===== config.mk =====
export PLATFORM = sky130hd
export DESIGN_NAME = haar_dwt_ml
export DESIGN_NICKNAME = d
export VERILOG_FILES = /design/src/rtl/dwt_pkg.sv /design/src/rtl/haar_lift_stage.sv /design/src/rtl/haar_dwt_ml.sv
export SDC_FILE = /design/constraint.sdc
export NUM_CORES = 1
export LEC_CHECK = 0
export CORE_ASPECT_RATIO = 1.2
export CORE_MARGIN = 2
export CORE_UTILIZATION = 40
export DETAILED_ROUTE_END_ITERATION = 12
export GPL_ROUTABILITY_DRIVEN = 0
export SYNTH_ARGS = -nofsm -noshare
export SYNTH_HDL_FRONTEND = slang
export SYNTH_SLANG_ARGS = --single-unit

===== constraint.sdc =====
create_clock -name clk -period 3.36 [get_ports clk]
set_input_delay 0.672 -clock clk [delete_from_list [all_inputs] [get_ports clk]]
set_output_delay 0.672 -clock clk [all_outputs]
set_load 0.01 [all_outputs]

===== src/rtl/dwt_pkg.sv =====
// rtl/dwt_pkg.sv - shared constants and width helper for the multi-level Haar DWT.
package dwt_pkg;

  localparam logic MODE_SCALED = 1'b0;
  localparam logic MODE_LIFT   = 1'b1;

  localparam int W_DEFAULT = 8;
  localparam int DW        = W_DEFAULT + 1;

  function automatic int dw_of(input int w);
    return w + 1;
  endfunction

endpackage


===== src/rtl/haar_lift_stage.sv =====
// rtl/haar_lift_stage.sv - one Haar pair stage: holds half a, emits (s, d) one cycle after half b.
module haar_lift_stage
  import dwt_pkg::*;
#(
  parameter int W = 8
) (
  input  logic         clk,
  input  logic         rst_n,
  input  logic         clr,
  input  logic         mode,
  input  logic         v_in,
  input  logic [W-1:0] x_in,
  output logic         v_out,
  output logic [W-1:0] s_out,
  output logic [W:0]   d_out
);

  localparam int XW = dw_of(W);

  logic          phase_q, phase_d;
  logic [W-1:0]  a_q, a_d;
  logic          v_q, v_d;
  logic [W-1:0]  s_q, s_d;
  logic [W:0]    d_q, d_d;

  logic              phase_eff;
  logic signed [XW-1:0] a_x, b_x, sum_x, dif_x, lift_s;

  always_comb begin
    a_x    = $signed({a_q[W-1], a_q});
    b_x    = $signed({x_in[W-1], x_in});
    sum_x  = a_x + b_x;
    dif_x  = a_x - b_x;
    lift_s = b_x + (dif_x >>> 1);

    // A frame start forces this cycle's input to be treated as a fresh half a.
    phase_eff = clr ? 1'b0 : phase_q;
    phase_d   = phase_eff;
    a_d       = clr ? '0 : a_q;
    v_d       = 1'b0;
    s_d       = s_q;
    d_d       = d_q;

    if (v_in) begin
      if (!phase_eff) begin
        a_d     = x_in;
        phase_d = 1'b1;
      end else begin
        phase_d = 1'b0;
        v_d     = 1'b1;
        if (mode == MODE_LIFT) begin
          d_d = dif_x;
          s_d = W'(lift_s);
        end else begin
          d_d = dif_x >>> 1;
          s_d = W'(sum_x >>> 1);
        end
      end
    end
  end

  always_ff @(posedge clk or negedge rst_n) begin
    if (!rst_n) begin
      phase_q <= 1'b0;
      a_q     <= '0;
      v_q     <= 1'b0;
      s_q     <= '0;
      d_q     <= '0;
    end else begin
      phase_q <= phase_d;
      a_q     <= a_d;
      v_q     <= v_d;
      s_q     <= s_d;
      d_q     <= d_d;
    end
  end

  assign v_out = v_q;
  assign s_out = s_q;
  assign d_out = d_q;

endmodule


===== src/rtl/haar_dwt_ml.sv =====
// rtl/haar_dwt_ml.sv - streaming multi-level Haar DWT: cascaded pair stages with per-frame mode.
module haar_dwt_ml
  import dwt_pkg::*;
#(
  parameter int W      = W_DEFAULT,
  parameter int LEVELS = 3
) (
  input  logic                     clk,
  input  logic                     rst_n,
  input  logic                     in_valid,
  input  logic                     in_frame_start,
  input  logic                     in_mode,
  input  logic [W-1:0]             in_data,
  output logic [LEVELS-1:0]        det_valid,
  output logic [LEVELS*(W+1)-1:0]  det_data,
  output logic                     approx_valid,
  output logic [W-1:0]             approx_data
);

  logic mode_q, mode_d;
  logic frame_start;

  logic [LEVELS-1:0] v_in;
  logic [LEVELS-1:0] v_out;
  logic [W-1:0]      x_in  [LEVELS];
  logic [W-1:0]      s_out [LEVELS];
  logic [W:0]        d_out [LEVELS];

  // The strobed sample already uses the new mode, hence mode_d rather than mode_q.
  always_comb begin
    frame_start = in_valid & in_frame_start;
    mode_d      = frame_start ? in_mode : mode_q;
  end

  always_ff @(posedge clk or negedge rst_n) begin
    if (!rst_n) begin
      mode_q <= MODE_SCALED;
    end else begin
      mode_q <= mode_d;
    end
  end

  for (genvar k = 0; k < LEVELS; k++) begin : g_lvl
    if (k == 0) begin : g_head
      assign v_in[k] = in_valid;
      assign x_in[k] = in_data;
    end else begin : g_tail
      // Old-frame approximations still in flight are dropped at a frame start.
      assign v_in[k] = v_out[k-1] & ~frame_start;
      assign x_in[k] = s_out[k-1];
    end

    haar_lift_stage #(.W(W)) u_stage (
      .clk   (clk),
      .rst_n (rst_n),
      .clr   (frame_start),
      .mode  (mode_d),
      .v_in  (v_in[k]),
      .x_in  (x_in[k]),
      .v_out (v_out[k]),
      .s_out (s_out[k]),
      .d_out (d_out[k])
    );

    assign det_data[k*(W+1) +: W+1] = d_out[k];
  end

  assign det_valid    = v_out;
  assign approx_valid = v_out[LEVELS-1];
  assign approx_data  = s_out[LEVELS-1];

endmodule


Word-level counts from Yosys, hierarchy flattened
Index checks and enable logic that the tools add are counted.
- register bits: 82
- latch bits: 0
- bits in writable memories: 0
- memory bits (read-only): 0
- output and inout bits: 39
- word-level logic and storage cells: 63
- memories: 0
- $add $sub $neg: 9
- multiply operators: 0
- div/mod/pow operators: 0
- order comparisons: 0
- equality and inequality tests: 0
- shift operators: 0
- multiplexer cells: 31
- bitwise operators: 4
- reduce and logical (&&, ||, !) cells: 3
- operators by type and width (operator ; count):
    $mux 8 ; 15
    $add 8x8->9 ; 3
    $sub 8x8->9 ; 3
    $add 8x8->8 ; 3
    $mux 1 ; 16
    $reduce_and 2->1 ; 3
    $and 1x1->1 ; 3
    $not 1->1 ; 1

Depth between registers and ports, before layout
Gate-level depths: netlist (run 1).
- depth after elaboration: 4
- mapped depth: 15
- mapped depth without buffers: 15

Cells and area by module
Synthesis (run 1) repeated with hierarchy kept, for this count alone.
- cell total of the unflattened synthesis: 717
- area, all modules: 6478.7 um2
- modules (own cells, without submodules) (module ; instances ; cells each ; area each (um2)):
    haar_lift_stage (g_lvl[2].u_stage) ; 1 ; 245 ; 2177.1
    haar_lift_stage (g_lvl[1].u_stage) ; 1 ; 232 ; 2128.3
    haar_lift_stage (g_lvl[0].u_stage) ; 1 ; 233 ; 2100.8
    haar_dwt_ml ; 1 ; 7 ; 72.6

Least setup slack after synthesis (run 1)
No wires, ideal clock.
- path type: input port to flip-flop
- start point: input port in_data[0]
- end point: register g_lvl[0].u_stage.s_q[7]
- arrival: 3.018 ns
- path slack: 0.204 ns
- cell stages on the path: 13
- path buffers: 0
- cell sequence: ha_1 > inv_1 > fa_1 > a21oi_2 > o2111ai_2 > xnor2_1 > inv_1 > ha_1 > or2_2 > a21oi_1 > a21oi_1 > o32ai_1 > a211oi_2
- cells in the longest elaborated chain, start to end: 3
- elaborated cells on any way between the ends: 4
- ends and longest elaborated chain (element ; RTL line ; RTL):
    from (decl) ; haar_dwt_ml.sv:13 ; input logic [W-1:0] in_data,
    $sub 8x8->9 ; haar_lift_stage.sv:33 ; dif_x = a_x - b_x;
    $add 8x8->8 ; haar_lift_stage.sv:34 ; lift_s = b_x + (dif_x >>> 1);
    $mux 8 (*) ; haar_lift_stage.sv:51 ; if (mode == MODE_LIFT) begin
    to (signal assigned) ; haar_lift_stage.sv:67 ; s_q <= '0;
    to (signal assigned) ; haar_lift_stage.sv:73 ; s_q <= s_d;
    to (decl) ; haar_lift_stage.sv:23 ; logic [W-1:0] s_q, s_d;
Every way passes the cells marked *; elsewhere a longest branch is shown, timed or not.
A chain may end at the register's enable or synchronous reset.

Final worst setup path (run 1)
- start point: register g_lvl[1].u_stage.a_q[0]
- end point: register g_lvl[1].u_stage.s_q[7]
- cells in the longest elaborated chain, start to end: 3
- elaborated cells on any way between the ends: 4
- ends and longest elaborated chain (element ; RTL line ; RTL):
    from (decl) ; haar_lift_stage.sv:21 ; logic [W-1:0] a_q, a_d;
    from (signal assigned) ; haar_lift_stage.sv:65 ; a_q <= '0;
    from (signal assigned) ; haar_lift_stage.sv:71 ; a_q <= a_d;
    $sub 8x8->9 ; haar_lift_stage.sv:33 ;
    $add 8x8->8 ; haar_lift_stage.sv:34 ;
    $mux 8 (*) ; haar_lift_stage.sv:51 ;
    to (signal assigned) ; haar_lift_stage.sv:67 ;
    to (signal assigned) ; haar_lift_stage.sv:73 ;
    to (decl) ; haar_lift_stage.sv:23 ;
Marked as above.

==> results.sh, run 1 <==
export IMPL_period_share_pct=95.6
export IMPL_crit_required_ns=3.61
export IMPL_die_area_mm2=0.0172
export IMPL_synth_most_common_cell="nand2_1"
export IMPL_synth_area_mm2=0.00648
export IMPL_multi_input_area_mm2=0.00406
export IMPL_ios=52
export IMPL_critPathMaxFanout=3
export IMPL_cts_buffers=9
export IMPL_row_count=50
export IMPL_rrSetupSlack_ns=0.15
export IMPL_ys_top_cells_by_count="nand2_1, dfrtp_1, ha_1, inv_1, a21oi_1"
export IMPL_grt_pass1_wl_um=25500
export IMPL_min_delay_path_class="in -> async"
export IMPL_gr_total_overflow=0
export IMPL_tritoncts="built"
export IMPL_synth_top_area_share_pct=31.7
export IMPL_synth_main_ff_cell="dfrtp_1"
export IMPL_reg2reg_depth=15
export IMPL_avgSynthCellArea_um2=8.71
export IMPL_cts_sinks=82
export IMPL_ir_drop_mv=0.328
export IMPL_wl_per_cell_um=14.7
export IMPL_finalNetCount=925
export IMPL_post_place_cells=1019
export IMPL_status="complete, no violations"
export IMPL_yosysWarnings=0
export IMPL_final_layout_size_suffix_gt1_share_pct=15.9
export IMPL_n_antenna_cell=0
export IMPL_synthesis_nets=841
export IMPL_drv_slew=0
export IMPL_synth_edff_count=0
export IMPL_reg2reg_from="g_lvl[1].u_stage.a_q[0]$_DFF_PN0_"
export IMPL_period_minus_slack_ns=3.21
export IMPL_track_usage_pct=18.5
export IMPL_grt_pass1_vias=5586
export IMPL_synth_top_cells_by_area="dfrtp_1, ha_1, nand2_1"
export IMPL_seq_area_frac_synth_pct=31.7
export IMPL_drcViolationCount=0
export IMPL_vias=5357
export IMPL_die_x_um=120
export IMPL_root_buffer="clkbuf_16"
export IMPL_drtIter0Drc=199
export IMPL_fin_util_pct=50.4
export IMPL_seq_area_mm2=0.00205
export IMPL_postCtsHoldBufs=0
export IMPL_power_density_mw_per_mm2=1030
export IMPL_clkSlewWorstSetupHoldPaths_ns=0.06
export IMPL_worstMarginPinSlew_ns=0.905
export IMPL_fp_coreArea_mm2=0.0157
export IMPL_antenna_found_initial=0
export IMPL_p_leak_nw=3.64
export IMPL_portBuffers=51
export IMPL_maxSlewHeadroom_pct=39.6
export IMPL_cts_buffer_depth=2
export IMPL_htree_num_levels=3
export IMPL_n_fill_cell=1481
export IMPL_finalHoldViolations=0
export IMPL_end_kind="flop"
export IMPL_crit_arrival_ns=3.46
export IMPL_syn2layout_area_growth_pct=22.1
export IMPL_final_cells=1040
export IMPL_synthArstFlopShare_pct=100
export IMPL_clk_insertion_delay_late_ns=0.35
export IMPL_synth_seq_cells=82
export IMPL_max_cap_viol_count=0
export IMPL_grt_max_degree=48
export IMPL_place_hpwl_um=11800
export IMPL_r2r_end="g_lvl[1].u_stage.s_out[7]$_DFFE_PN0P_"
export IMPL_setup_viol=0
export IMPL_wl_um=15300
export IMPL_synth_area_leader_cell="dfrtp_1"
export IMPL_synth_cells=744
export IMPL_die_y_um=143
export IMPL_vias_per_cell=5.15
export IMPL_startpoint_type="flop"
export IMPL_fin_skew_ns=0.00577
export IMPL_crit_type="reg -> reg"
export IMPL_place_area_mm2=0.00747
export IMPL_start_util_pct=41.3
export IMPL_ant_nets=0
export IMPL_stdcell_area_mm2=0.00791
export IMPL_ys_types=71
export IMPL_max_freq_mhz=311
export IMPL_drt_pass1_iterations=4
-- how the worst max path moves through the flow --
stage	startpoint	end	slack (ns)	cells past startpoint
after detailed placement	in_data[0]	g_lvl[0].u_stage.s_out[7]$_DFFE_PN0P_	-0.41	14
after floorplan	in_data[0]	g_lvl[0].u_stage.s_out[7]$_DFFE_PN0P_	0.20	13
after global routing	g_lvl[1].u_stage.a_q[0]$_DFF_PN0_	g_lvl[1].u_stage.s_out[7]$_DFFE_PN0P_	-0.02	15
after global placement	in_data[0]	g_lvl[0].u_stage.s_out[7]$_DFFE_PN0P_	-0.36	14
after CTS	in_data[0]	g_lvl[0].u_stage.s_out[7]$_DFFE_PN0P_	0.007	14
final	g_lvl[1].u_stage.a_q[0]$_DFF_PN0_	g_lvl[1].u_stage.s_out[7]$_DFFE_PN0P_	0.15	15
-- where the power goes --
| part | internal [mW] | total (mW) | switching (mW) | leakage, nW |
|---|---|---|---|---|
| Combinational | 2.68 | 5.49 | 2.81 | 2.46 |
| Sequential | 1.34 | 1.63 | 0.292 | 1.03 |
| Clock | 0.631 | 1.02 | 0.391 | 0.152 |
-- cell type report --
class | count | share of cell area, %
repair buffers | 112 | 12.3
inverters | 69 | 3.27
multi-input cells | 554 | 51.4
clock buffers | 13 | 3.42
clock inverters | 2 | 0.443
flip-flops and latches | 82 | 26.0
well taps | 208 | 3.29
-- repair_timing --
action                                  4_1_cts  5_1_grt
gates resized for setup                       5       17
pin swaps                                     5       18
endpoints found under the setup margin        2        5
setup buffers                                 1        5
-- per-layer routing --
layer | up-vias | GRT usage [%] | share of wire [%]
met3 | 24 | 2.22 | 2.7
li1 | 2716 | - | -
met4 | 0 | 7.49 | 2.3
met1 | 2530 | 18.5 | 39
met5 | - | 0 | 0
met2 | 87 | 38.0 | 56
-- placed cells by master, fill, tap and decap left out, types with 4 or more instances in the layout --
cell	instances
nand3_1	18
nor2_1	55
nor3_1	13
a21o_1	4
a31oi_1	10
buf_4	62
clkdlybuf4s50_1	48
inv_1	65
ha_1	72
o21ai_1	6
o31a_1	8
xnor2_1	28
a211oi_1	5
xor2_1	11
nand2b_1	11
nand2_1	98
a21oi_1	53
nor2b_1	11
dfrtp_1	80
o21bai_1	8
a21oi_2	7
a32oi_1	5
o211ai_1	16
fa_1	6
mux2_2	11
o21ai_0	29
or2_2	5
clkbuf_16	9
-- sequential cells by signal, indices dropped and copies added, names as in the netlist --
signal and count:
g_lvl.u_stage.d_out 27, g_lvl.u_stage.a_q 24, g_lvl.u_stage.s_out 24, g_lvl.u_stage.phase_q 3
g_lvl.u_stage.v_out 3, mode_q 1
-- logic make-up after synthesis --
kind of cell,Yosys count,share of synthesized area [%]
muxes,15,2.72
and+or+nand+nor,221,15.1
buffers and inverters,108,6.95
xor gates and xnor gates,42,6.10
adders and majority gates,84,17.3
AOI/OAI and AO/OA,192,20.2
DFF,82,31.7
-- critical path, stage by stage, from the launching register on --
cell and delay (ns):
dfrtp_1 0.39, inv_1 0.06, ha_1 0.14, inv_1 0.06, fa_2 0.42, a21oi_4 0.15
and2b_1 0.19, nor2_1 0.10, xnor2_1 0.15, ha_1 0.29, nand3_1 0.10, o2111ai_1 0.18
a21o_1 0.22, a21oi_2 0.15, xnor3_1 0.26, a221oi_2 0.23
-- stage by stage --
stage | hold WS, ns | total power [mW] | setup TNS (ns) | setup WS [ns]
3_3_place_gp | 0.479 | 6.71 | -0.964 | -0.364
3_5_place_dp | 0.492 | 6.87 | -1.29 | -0.413
6_report | 0.334 | 8.14 | 0 | 0.147
4_1_cts | 0.354 | 7.98 | 0 | 0.00690
2_1_floorplan | 0.376 | 5.27 | 0 | 0.204
5_1_grt | 0.382 | 8.87 | -0.0195 | -0.0195
Power figures use the tool's default switching activity.
==> run 2, diff against run 1 <==
Settings changed: SLEW_MARGIN from default to 20.
==> results of run 2 <==
The final DEF is identical to that of run 1; final timing and power are the same.
==> run 3, diff against run 2 <==
Settings changed: SLEW_MARGIN 20 to default.
==> results of run 3 <==
The final DEF is identical to that of run 1; final timing and power are the same.
